==> src/rtl/pc_fetch_stage_pkg.sv <==
// Shared state encoding and reset constants for the MIPS IF stage.
// Imported by pc_fetch_stage; the FSM states are FETCH/HOLD/DROP.
package pc_fetch_stage_pkg;

    typedef enum logic [1:0] {
        IF_FETCH = 2'd0,
        IF_HOLD  = 2'd1,
        IF_DROP  = 2'd2
    } if_state_t;

    localparam int          IF_ADDR_W_DEF   = 32;
    localparam int          IF_DATA_W_DEF   = 32;
    localparam logic [31:0] IF_RESET_PC_DEF = 32'h0000_0000;

endpackage

==> src/rtl/pc_fetch_stage_mux2x1.sv <==
// Generic two-input mux; the IF stage uses it to pick pc+4 vs branch target.
module mux2x1 #(
    parameter int WIDTH = 32
) (
    input  logic [WIDTH-1:0] i_a,
    input  logic [WIDTH-1:0] i_b,
    input  logic             i_sel,
    output logic [WIDTH-1:0] o_y
);
    assign o_y = i_sel ? i_b : i_a;
endmodule

==> src/rtl/pc_fetch_stage.sv <==
// IF stage: owns the PC, issues one imem request per PC, fills IF/ID.
// Handles ID stall (via a one-entry skid buffer), delayed branches and flush.
module pc_fetch_stage
    import pc_fetch_stage_pkg::*;
#(
    parameter int                ADDR_W   = IF_ADDR_W_DEF,
    parameter int                DATA_W   = IF_DATA_W_DEF,
    parameter logic [ADDR_W-1:0] RESET_PC = ADDR_W'(IF_RESET_PC_DEF)
) (
    input  logic              i_clk,
    input  logic              i_rst,
    input  logic              i_stall,
    input  logic              i_flush,
    input  logic [ADDR_W-1:0] i_flush_pc,
    input  logic              i_branch_taken,
    input  logic [ADDR_W-1:0] i_branch_target,
    output logic              o_imem_req,
    output logic [ADDR_W-1:0] o_imem_addr,
    input  logic              i_imem_ack,
    input  logic [DATA_W-1:0] i_imem_rdata,
    output logic [ADDR_W-1:0] o_id_pc,
    output logic [DATA_W-1:0] o_id_inst,
    output logic              o_id_valid
);

    if_state_t         r_state;
    logic [ADDR_W-1:0] r_pc;
    logic [ADDR_W-1:0] r_drop_addr;
    logic [ADDR_W-1:0] r_br_tgt;
    logic              r_br_pend;
    logic [DATA_W-1:0] r_skid;
    logic [ADDR_W-1:0] r_id_pc;
    logic [DATA_W-1:0] r_id_inst;
    logic              r_id_valid;

    logic [ADDR_W-1:0] w_pc_plus4;
    logic [ADDR_W-1:0] w_br_dest;
    logic              w_br_sel;
    logic [ADDR_W-1:0] w_next_pc;

    // A pending redirect wins over a fresh branch pulse; either one steers
    // the PC only when the delay slot is handed to ID.
    assign w_pc_plus4 = r_pc + ADDR_W'(4);
    assign w_br_dest  = r_br_pend ? r_br_tgt : i_branch_target;
    assign w_br_sel   = r_br_pend | i_branch_taken;

    mux2x1 #(.WIDTH(ADDR_W)) u_next_pc_mux (
        .i_a   (w_pc_plus4),
        .i_b   (w_br_dest),
        .i_sel (w_br_sel),
        .o_y   (w_next_pc)
    );

    assign o_imem_req  = !i_rst && (r_state != IF_HOLD);
    assign o_imem_addr = (r_state == IF_DROP) ? r_drop_addr : r_pc;
    assign o_id_pc     = r_id_pc;
    assign o_id_inst   = r_id_inst;
    assign o_id_valid  = r_id_valid;

    always_ff @(posedge i_clk) begin
        if (i_rst) begin
            r_state     <= IF_FETCH;
            r_pc        <= RESET_PC;
            r_drop_addr <= '0;
            r_br_tgt    <= '0;
            r_br_pend   <= 1'b0;
            r_skid      <= '0;
            r_id_pc     <= '0;
            r_id_inst   <= '0;
            r_id_valid  <= 1'b0;
        end else if (i_flush) begin
            r_id_valid <= 1'b0;
            r_skid     <= '0;
            r_br_pend  <= 1'b0;
            r_pc       <= i_flush_pc & ~ADDR_W'(3);
            // An unanswered request must still be retired before refetching.
            if (o_imem_req && !i_imem_ack) begin
                r_state     <= IF_DROP;
                r_drop_addr <= o_imem_addr;
            end else begin
                r_state <= IF_FETCH;
            end
        end else begin
            if (i_branch_taken) begin
                r_br_pend <= 1'b1;
                r_br_tgt  <= i_branch_target;
            end
            case (r_state)
                IF_FETCH: begin
                    if (i_imem_ack && !i_stall) begin
                        r_id_inst  <= i_imem_rdata;
                        r_id_pc    <= r_pc;
                        r_id_valid <= 1'b1;
                        r_pc       <= w_next_pc;
                        r_br_pend  <= 1'b0;
                    end else if (i_imem_ack) begin
                        r_skid  <= i_imem_rdata;
                        r_state <= IF_HOLD;
                    end else if (!i_stall) begin
                        r_id_valid <= 1'b0;
                    end
                end
                IF_HOLD: begin
                    if (!i_stall) begin
                        r_id_inst  <= r_skid;
                        r_id_pc    <= r_pc;
                        r_id_valid <= 1'b1;
                        r_pc       <= w_next_pc;
                        r_br_pend  <= 1'b0;
                        r_state    <= IF_FETCH;
                    end
                end
                IF_DROP: begin
                    if (i_imem_ack) begin
                        r_state <= IF_FETCH;
                    end
                end
                default: r_state <= IF_FETCH;
            endcase
        end
    end

endmodule

==> config.mk <==
export PLATFORM = sky130hd
export DESIGN_NAME = pc_fetch_stage
export DESIGN_NICKNAME = d
export VERILOG_FILES = /design/src/rtl/pc_fetch_stage_pkg.sv /design/src/rtl/pc_fetch_stage_mux2x1.sv /design/src/rtl/pc_fetch_stage.sv
export SDC_FILE = /design/constraint.sdc
export NUM_CORES = 1
export LEC_CHECK = 0
export BUFFER_PORTS_ARGS = -buffer_cell sky130_fd_sc_hd__buf_4
export CORE_UTILIZATION = 40
export DETAILED_ROUTE_END_ITERATION = 8
export GPL_ROUTABILITY_DRIVEN = 0
export SLEW_MARGIN = 20
export SYNTH_ARGS = -nofsm -noshare
export SYNTH_HDL_FRONTEND = slang
export SYNTH_SLANG_ARGS = --single-unit
==> constraint.sdc <==
create_clock -name i_clk -period 2.6 [get_ports i_clk]
set_input_delay 0.13 -clock i_clk [delete_from_list [all_inputs] [get_ports i_clk]]
set_output_delay 0.13 -clock i_clk [all_outputs]
set_load 0.005 [all_outputs]
==> impl_metrics.json <==
{
  "cpMaxStageDelayCell": "or4b_1",
  "powerDensity_nw_per_um2": 561.7,
  "startpoint_type": "flop",
  "core_area_sq_um": 22030,
  "antenna_found_initial": 2,
  "cts_buffer_depth": 2,
  "port_buffers": 197,
  "antenna_left": 0,
  "timing.critical_path.buf_inv": 0,
  "synth_compound_area_frac": 0.1672,
  "worstReg2RegStart": "r_pc[8]",
  "cts_max_level": 4,
  "synthMuxAreaShare": 0.1288,
  "grt_pass1_wl_um": 43920,
  "cap_violations": 0,
  "dieHeight_um": 152.6,
  "drive_gt1_frac": 0.2263,
  "vias": 8687,
  "grt_start_max_net_pins": 79,
  "critPathRequiredTime_ps": 2960,
  "drt_iter0_drc": 516,
  "fin_crit_sh": 0.9125,
  "path_cells": "nand4_2, or4b_1, or3_1, xor2_1, a221oi_2",
  "fin_crit_ps": 2373,
  "combPwrFrac": 0.149,
  "synth-simple-area-share": 0.2102,
  "cts_buffers": 17,
  "dp_cells": 1530,
  "critPathKind": "reg2reg",
  "ir_drop_uv": 394.1,
  "fin_setup_tns_ps": 0,
  "cts_tree": "done",
  "hold_class": "in2reg",
  "p_int_w": 0.004929,
  "final_common_cell": "nand2_1",
  "p_clk_frac": 0.383,
  "synth_nets": 1223,
  "wl_per_cell_um": 16.86,
  "crit_arrival_ps": 2730,
  "final_cell_count_no_fill": 1652,
  "status": "finished with violations",
  "slew_headroom": 0.3566,
  "die_w_um": 152.6,
  "drv_slew": 0,
  "reg2regPathDepth": 5,
  "leakage_nw": 4.760,
  "final_cell_mix": "nand2_1, buf_4, dfxtp_1, a21oi_1, nor2_1",
  "hold_viol": 0,
  "hpwlAfterDp_um": 17730,
  "rsz0062_at_grt": "false",
  "cp_slowest_stage_delay_ps": 720,
  "firstDrtPassIters": 9,
  "r2r-end": "r_pc[29]",
  "crit_path_end": "r_pc[29]",
  "async_flop_share": 0,
  "violations": "DRC",
  "via_per_inst": 5.258,
  "p_sw_frac": 0.2869,
  "synth_area_sq_um": 9076,
  "grt_pass1_vias": 8217,
  "yosysWarnings": 0,
  "syn_area_per_cell_sq_um": 8.104,
  "synth-seq-cells": 196,
  "reg2reg_slack_ps": 230,
  "die_area_sq_um": 23300,
  "seq_area_frac_synth": 0.4323,
  "synthXorXnorAreaFrac": 0.01447,
  "io_pins": 200,
  "p_sw_w": 0.001983,
  "nets": 1460,
  "area_growth_pct": 35.59,
  "drc_errors": 15,
  "synth_ff_type": "dfxtp_1",
  "fmax_mhz": 421.5,
  "startpoint": "r_pc[8]",
  "synth_top_family_by_area": "simple AND/OR/NAND/NOR gates",
  "clock-root-buffer": "clkbuf_16",
  "tightest_slew_ps": 965.2,
  "cts_num_sinks": 196,
  "overflow": 0,
  "start_util": 0.4121,
  "synth_edf_count": 0,
  "syn_inst": 1120,
  "clk_pin_slew_ps": 80,
  "setup_viol": 0,
  "finalWirelength_um": 27850,
  "fin_skew_ps": 12.80,
  "critPathTopFamily": "simple AND/OR/NAND/NOR gates",
  "end_kind": "flop",
  "grt.total_usage": 0.2382,
  "path_depth": 5,
  "rows": 54,
  "clk_latency_ps": 440,
  "cp_max_fo": 8,
  "synth_fa_ha_area_frac": 0.001379,
  "ys_types": 53,
  "seq_power_share": 0.468
}
[metal layers]
metal	vias to the layer above	share of wire	wire, um	track usage
met5	-	0	0	0
met4	0	0.019	519	0.07311
met3	37	0.062	1739	0.06940
met2	233	0.47	13230	0.4010
met1	4067	0.44	12360	0.2924
li1	4350	-	-	-
[kinds of logic (layout without fill, tap and decap cells)]
logic type	count (synthesis)	after routing
and+or+nand+nor	440	440
xor gates and xnor gates	15	15
other	0	2
AOI/OAI and AO/OA	248	248
DFF	196	196
buffers and inverters	108	358
muxes	112	112
adders and majority gates	1	1
[registers in the layout (all words and copies together) (netlist names), named ones only]
signal and flops:
r_pc 30, o_id_pc 32, r_br_tgt 32, r_skid 32, o_id_inst 32, r_state 2, r_br_pend 1, o_id_valid 1
r_drop_addr 32
[cell usage after synthesis, types with 4 or more instances]
library cell  instances  share of area
nand2b_1              4         0.0028
buf_1                 7         0.0029
nand2_1             246           0.10
o211ai_1              6         0.0050
nor2b_1               9         0.0062
nand4_1               7         0.0048
xor2_1               10         0.0096
nand3_1              15         0.0083
or3_1                 4         0.0028
mux2_2               38          0.047
clkbuf_1             81          0.033
dfxtp_1             196           0.43
nor2_1              105          0.043
nor4_1                4         0.0028
o21ai_0              34          0.019
nor3_1                9         0.0050
xnor2_1               5         0.0048
a31oi_1               5         0.0034
o31a_1                5         0.0048
mux2i_1              74          0.082
a21oi_1             119          0.066
nor4b_1               4         0.0039
buf_2                 6         0.0033
inv_1                13         0.0054
a211oi_1             42          0.035
nand3b_1              4         0.0033
a221oi_1             10         0.0096
and3_1               11         0.0076
o22ai_1               5         0.0034
[stage by stage]
stage | area [sq um] | total power, W | setup slack [ps] | utilization | hold slack, ps
floorplan | 9076 | 0.003780 | 550.9 | - | 238.6
global placement | 10840 | 0.004211 | 279.6 | 0.4919 | 345.4
detailed placement | 10840 | 0.004223 | 255.5 | 0.4919 | 343.9
CTS | 12300 | 0.006953 | 225.5 | 0.5585 | 34.63
global route | 12310 | 0.007194 | 104.3 | 0.5587 | 42.64
finish | 12310 | 0.006913 | 227.5 | 0.5587 | 49.24
[worst min-delay path: stages]
cell	delay, ps
buf_4	120
o21bai_1	140
a211oi_1	50
[cell type report]
cell class | instances | area [sq um]
fillers | 2081 | 9719
multi-input cells | 816 | 4772
flip-flops and latches | 196 | 3925
repair buffers | 313 | 2620
clock buffers | 17 | 425.4
well taps | 280 | 350.3
clock inverters | 15 | 160.2
inverters | 13 | 48.80
diodes | 2 | 5.005
[power groups by stage]
stage	Combinational, W	Sequential (W)	Clock (W)
after detailed placement	0.000921	0.00330	0
final	0.00103	0.00324	0.00264
after CTS	0.00103	0.00323	0.00269
after global placement	0.000912	0.00330	0
after floorplan	0.000518	0.00326	0
after global routing	0.00113	0.00325	0.00281
[timing repair]
action | in CTS | in global routing
buffers inserted | 0 | 0
hold endpoints to repair | 88 | 0
gates resized for setup | 0 | 0
setup endpoints to repair | 0 | 0
hold buffers | 88 | 0
[worst min path at each step]
stage / startpoint / end / slack, ps / cells after the start
floorplan: i_flush_pc[19] / r_pc[19] / 240 / 2
global placement: i_flush_pc[8] / r_pc[8] / 350 / 3
detailed placement: i_flush_pc[8] / r_pc[8] / 340 / 3
CTS: i_flush_pc[17] / r_pc[17] / 30 / 3
global route: i_flush_pc[17] / r_pc[17] / 40 / 3
finish: i_flush_pc[17] / r_pc[17] / 50 / 3
Power figures use the tool's default switching activity.
